==> src/rtl/soc_sim_ctrl.sv <==
// Bring-up controller for the RISC-V SoC: sequences the SoC reset, counts run cycles,
// and snoops the data-write bus for tohost (pass/fail) and console writes.
module soc_sim_ctrl #(
    parameter int unsigned          ADDR_W       = 32,
    parameter int unsigned          DATA_W       = 32,
    parameter int unsigned          CNT_W        = 32,
    parameter int unsigned          RESET_CYCLES = 8,
    parameter int unsigned          TIMEOUT      = 1000000,
    parameter logic [ADDR_W-1:0]    TOHOST_ADDR  = 32'h4000_0000,
    parameter logic [ADDR_W-1:0]    CONSOLE_ADDR = 32'h4000_0004,
    parameter bit                   HALT_ON_DONE = 1'b1
) (
    input  logic              clk,
    input  logic              reset,
    input  logic              wr_valid,
    input  logic [ADDR_W-1:0] wr_addr,
    input  logic [DATA_W-1:0] wr_data,
    output logic              soc_reset,
    output logic              running,
    output logic              done,
    output logic              pass,
    output logic              timed_out,
    output logic [DATA_W-1:0] exit_code,
    output logic [CNT_W-1:0]  cycle_count,
    output logic              char_valid,
    output logic [7:0]        char_data
);
    typedef enum logic [2:0] {S_HOLD, S_RUN, S_PASS, S_FAIL, S_TIMEOUT} state_t;

    localparam int unsigned      HW        = (RESET_CYCLES > 1) ? $clog2(RESET_CYCLES) : 1;
    localparam logic [HW-1:0]    HOLD_LAST = HW'(RESET_CYCLES - 1);
    localparam logic [CNT_W-1:0] TO_LAST   = CNT_W'(TIMEOUT - 1);

    state_t            state, state_nxt;
    logic [HW-1:0]     hold_cnt;
    logic              tohost_wr, console_wr;
    logic              soc_reset_d, running_d, done_d, pass_d, timed_out_d;

    assign tohost_wr  = wr_valid && (wr_addr == TOHOST_ADDR);
    assign console_wr = wr_valid && (wr_addr == CONSOLE_ADDR);

    always_ff @(posedge clk) begin
        if (reset) state <= S_HOLD;
        else       state <= state_nxt;
    end

    // A terminating tohost write outranks the watchdog expiring in the same cycle.
    always_comb begin
        state_nxt = state;
        case (state)
            S_HOLD:  if (hold_cnt == HOLD_LAST) state_nxt = S_RUN;
            S_RUN: begin
                if (tohost_wr && wr_data == DATA_W'(1))            state_nxt = S_PASS;
                else if (tohost_wr && wr_data[0])                  state_nxt = S_FAIL;
                else if (TIMEOUT != 0 && cycle_count == TO_LAST)   state_nxt = S_TIMEOUT;
            end
            default: state_nxt = state;
        endcase
    end

    // Status is decoded from the next state so the registered outputs track the transition edge.
    always_comb begin
        running_d   = (state_nxt == S_RUN);
        pass_d      = (state_nxt == S_PASS);
        timed_out_d = (state_nxt == S_TIMEOUT);
        done_d      = (state_nxt == S_PASS) || (state_nxt == S_FAIL) || (state_nxt == S_TIMEOUT);
        soc_reset_d = (state_nxt == S_HOLD) || (done_d && HALT_ON_DONE);
    end

    always_ff @(posedge clk) begin
        if (reset) begin
            hold_cnt    <= '0;
            soc_reset   <= 1'b1;
            running     <= 1'b0;
            done        <= 1'b0;
            pass        <= 1'b0;
            timed_out   <= 1'b0;
            exit_code   <= '0;
            cycle_count <= '0;
            char_valid  <= 1'b0;
            char_data   <= '0;
        end else begin
            soc_reset  <= soc_reset_d;
            running    <= running_d;
            done       <= done_d;
            pass       <= pass_d;
            timed_out  <= timed_out_d;
            char_valid <= 1'b0;
            if (state == S_HOLD && hold_cnt != HOLD_LAST)
                hold_cnt <= hold_cnt + 1'b1;
            if (state == S_RUN) begin
                if (cycle_count != '1)
                    cycle_count <= cycle_count + 1'b1;
                if (state_nxt == S_FAIL)
                    exit_code <= wr_data >> 1;
                if (console_wr && state_nxt == S_RUN) begin
                    char_valid <= 1'b1;
                    char_data  <= wr_data[7:0];
                end
            end
        end
    end
endmodule

==> config.mk <==
export PLATFORM = sky130hd
export DESIGN_NAME = soc_sim_ctrl
export DESIGN_NICKNAME = d
export VERILOG_FILES = /design/src/rtl/soc_sim_ctrl.sv
export SDC_FILE = /design/constraint.sdc
export NUM_CORES = 1
export LEC_CHECK = 0
export ABC_AREA = 1
export CAP_MARGIN = 20
export CORE_MARGIN = 2
export CORE_UTILIZATION = 46
export CTS_CLUSTER_SIZE = 8
export DETAILED_ROUTE_END_ITERATION = 16
export PLACE_DENSITY_LB_ADDON = 0.25
export SLEW_MARGIN = 40
export SYNTH_ARGS = -nofsm -noshare
export SYNTH_HDL_FRONTEND = slang
export SYNTH_SLANG_ARGS = --single-unit
==> constraint.sdc <==
create_clock -name clk -period 2.35 [get_ports clk]
set_input_delay 0.47 -clock clk [delete_from_list [all_inputs] [get_ports clk]]
set_output_delay 0.47 -clock clk [all_outputs]
set_load 0.05 [all_outputs]
==> metrics.txt, run 1 <==
combined area of the multi-input logic cells=~0.0021 sq mm; area fraction of the dominant cell type after synthesis=39.5%; GR Overflow Total=0; critical path, cell by cell=clkdlybuf4s50_1; drt first pass iters=5; placed cell areas=between 0.005 and 0.006 sq mm; top post-synthesis cells by area=sky130_fd_sc_hd__dfxtp_1, sky130_fd_sc_hd__nor2_1, sky130_fd_sc_hd__nand2_1; most frequent cell after synthesis=sky130_fd_sc_hd__nor2_1; slew at the pin with the worst max-slew slack=0.566 ns; Routed WL per cell=~13 um; number of enable-type register cells in the synthesized netlist=0; final-stage net count=approximately 850; final-report setup violation count=0; Synthesis Warnings=0; maximum fanout count along the critical path=8; worst-case headroom to the max-slew limit=approximately 62%; clock buffer count from CTS=9; Hold Crit Class=reg2reg; master of the slowest instance on the critical path=sky130_fd_sc_hd__clkdlybuf4s50_1; number of vias in the routed layout=around 4500; Root Buffer Master=sky130_fd_sc_hd__clkbuf_8; outcome=finished, final reports clean; unrepaired setup endpoints after global routing=false; global placement routability congestion=0.889; maximum buffer depth of the clock tree=2; signed area change from the synthesized netlist to the final layout=43.4%; count of inserted antenna diode cells=0; clock slew at reported path FFs=~0.090 ns; critical path depth=1; Hold Fails Final Rpt=0; highest clock rate=~460 MHz; leakage power total=2.36 nW; number of routed nets with antenna violations=0; filler cell count=749; combined buffer and inverter count along the critical path=1; post-DR vias/cell=5.03; hold path depth=2; detailed placement HPWL=roughly 9300 um; number of nets in the synthesized netlist=just under 700; Ports=~150; antenna violations before repair=0; site row count=34; register bit count reported by yosys=83; power density of the placed cells=~450 mW/mm^2; DRC violations left=0; Total GRT Usage=a little under a quarter; total of max-cap violations=0; clock latency at the later pin of the worst-skew pair=around 0.35 ns; starting utilization of the core area=47.8%; number of global-route vias before repair=4300; Crit path required time=1.88 ns; die area=0.00993 sq mm; Post-Synthesis Cell Area=roughly 0.0042 sq mm; vertical extent of the die=around 100 um; post-layout minimum cycle time=2.16 ns; Post-Route Skew=between 0.01 and 0.015 ns; Async S/R FF share, synth=0%; TritonCTS sink count=a little over 80; drt total wl=between 10000 and 15000 um; biggest cell delay along the critical path=0.86 ns; Critical Path AT=1.69 ns; cts hold-fix bufs=0; TritonCTS clock tree=done; global-route wire length before repair=just under 20000 um; critical path endpoint category=output pin; count of non-filler cells in the finished layout=roughly 890; path type of the worst setup path=reg2out; cells after synthesis=roughly 620; post-route design area=just over 0.006 sq mm; Port-buffer cells=between 100 and 150; storage element area=between 0.0015 and 0.002 sq mm; startpoint type of the worst setup path=flop; share of the clock period used by the worst path=roughly 90%; top cell types by occurrence after synthesis=sky130_fd_sc_hd__nor2_1, sky130_fd_sc_hd__nand2_1, sky130_fd_sc_hd__dfxtp_1; die outline width=~100 um; share of post-route cells with drive strength above 1=a little under a tenth; cell type with the largest total area after synthesis=sky130_fd_sc_hd__dfxtp_1; Placeable Area=between 0.008 and 0.009 sq mm; sequential share of the synthesized area=39.5%; Slew Limit Fails=0; number of cells in the design after placement=876; largest net degree at the start of global routing=43; number of H-tree branching levels=3; count of cells along the worst register-to-register path=13; average cell area after synthesis=6.74 sq um; 1st-iter DRT viols=201; number of distinct library cells after synthesis=37; Peak VDD IR=about 0.25 mV; leading register cell type out of synthesis=sky130_fd_sc_hd__dfxtp_1; cell class contributing the biggest share of worst-path delay=buffers and inverters
sequential cells by signal, summed over array words and instances, names as in the netlist:
register,count
char_data,8
char_valid,1
cycle_count,32
done,1
exit_code,31
hold_cnt,3
pass,1
running,1
soc_reset,1
state,3
timed_out,1
cell families (layout without fill, tap and decap cells):
kind of cell    after synthesis  after routing  share of synthesized area, %
other cells                   1              1                        0.0891
compound gates               86             86                          10.8
xor+xnor                      2              2                         0.416
flops                        83             83                          39.5
simple gates                347            347                          37.7
fa+ha+maj                     3              3                         0.892
buf+inv                     102            262                          10.6
per-stage QoR:
stage                     power [mW]  util [%]  hold WS, ns  setup WS, ns  TNS [ns]
after global routing            2.79      68.5        0.501      0.000849         0
after CTS                       2.72      68.4        0.491         0.171         0
after floorplan                 1.53         -        0.443         0.177         0
after detailed placement        1.68      66.1        0.471        -0.143     -1.55
final                           2.70      68.5        0.487         0.187         0
after global placement          1.68      66.1        0.454      -0.00454  -0.00454
final cells by class:
cell class / instances / area share (%)
multi-input combinational: 439 / 34.9
inverter: 84 / 5.27
sequential: 83 / 27.5
timing repair buffer: 162 / 26.7
clock buffer: 11 / 2.34
clock inverter: 5 / 0.995
tap: 108 / 2.24
final timing paths:
kind / slack (ns) / end / startpoint
max: 0.19 / cycle_count[9] / cycle_count[9]$_SDFFE_PP0P_
min: 0.49 / exit_code[25]$_SDFFE_PP0P_ / exit_code[25]$_SDFFE_PP0P_
max reg2reg: 0.30 / cycle_count[27]$_SDFFE_PP0P_ / cycle_count[1]$_SDFFE_PP0P_
min reg2reg: 0.49 / exit_code[25]$_SDFFE_PP0P_ / exit_code[25]$_SDFFE_PP0P_
what timing repair did:
action | 4_1_cts | 5_1_grt
setup endpoints to repair | 0 | 8
buffers inserted | 0 | 0
gates resized for setup | 0 | 1
per-layer routing:
metal  track usage [%]  up-vias  share of wire [%]
met5                 0        -                  0
met4              7.38        0                1.7
met3              4.64       20                6.0
met2              43.5      170                 50
met1              27.8     2019                 42
li1                  -     2278                  -
where the power goes:
group | total [mW] | internal (mW) | switching, mW
sequential | 1.42 | 1.41 | 0.00365
clock | 1.05 | 0.525 | 0.521
combinational | 0.238 | 0.135 | 0.102
total | 2.70 | 2.07 | 0.627
layout by cell type, fill, tap and decap left out, types with 2 or more instances in the layout:
| cell | n |
|---|---|
| sky130_fd_sc_hd__nand4_2 | 3 |
| sky130_fd_sc_hd__nor2_1 | 163 |
| sky130_fd_sc_hd__inv_2 | 3 |
| sky130_fd_sc_hd__o21ai_1 | 9 |
| sky130_fd_sc_hd__nand4_1 | 18 |
| sky130_fd_sc_hd__o21ai_0 | 50 |
| sky130_fd_sc_hd__nor2_2 | 8 |
| sky130_fd_sc_hd__buf_12 | 3 |
| sky130_fd_sc_hd__nor4_1 | 5 |
| sky130_fd_sc_hd__nand2_2 | 7 |
| sky130_fd_sc_hd__a21oi_1 | 22 |
| sky130_fd_sc_hd__nor2_4 | 5 |
| sky130_fd_sc_hd__and2_1 | 2 |
| sky130_fd_sc_hd__nor3_1 | 12 |
| sky130_fd_sc_hd__clkdlybuf4s50_1 | 143 |
| sky130_fd_sc_hd__nor3b_1 | 4 |
| sky130_fd_sc_hd__nand3_2 | 4 |
| sky130_fd_sc_hd__ha_1 | 3 |
| sky130_fd_sc_hd__clkbuf_8 | 10 |
| sky130_fd_sc_hd__inv_1 | 80 |
| sky130_fd_sc_hd__nand2_1 | 95 |
| sky130_fd_sc_hd__dfxtp_1 | 83 |
| sky130_fd_sc_hd__nand3_1 | 16 |
| sky130_fd_sc_hd__xor2_1 | 2 |
| sky130_fd_sc_hd__buf_4 | 16 |
No activity file was read; power rests on OpenSTA's default activity.
==> inputs of run 2 (changes only) <==
Settings changed: CAP_MARGIN 20 to unset.
==> results of run 2 <==
Same layout as run 1: the final DEF is identical, and so are final timing and power.
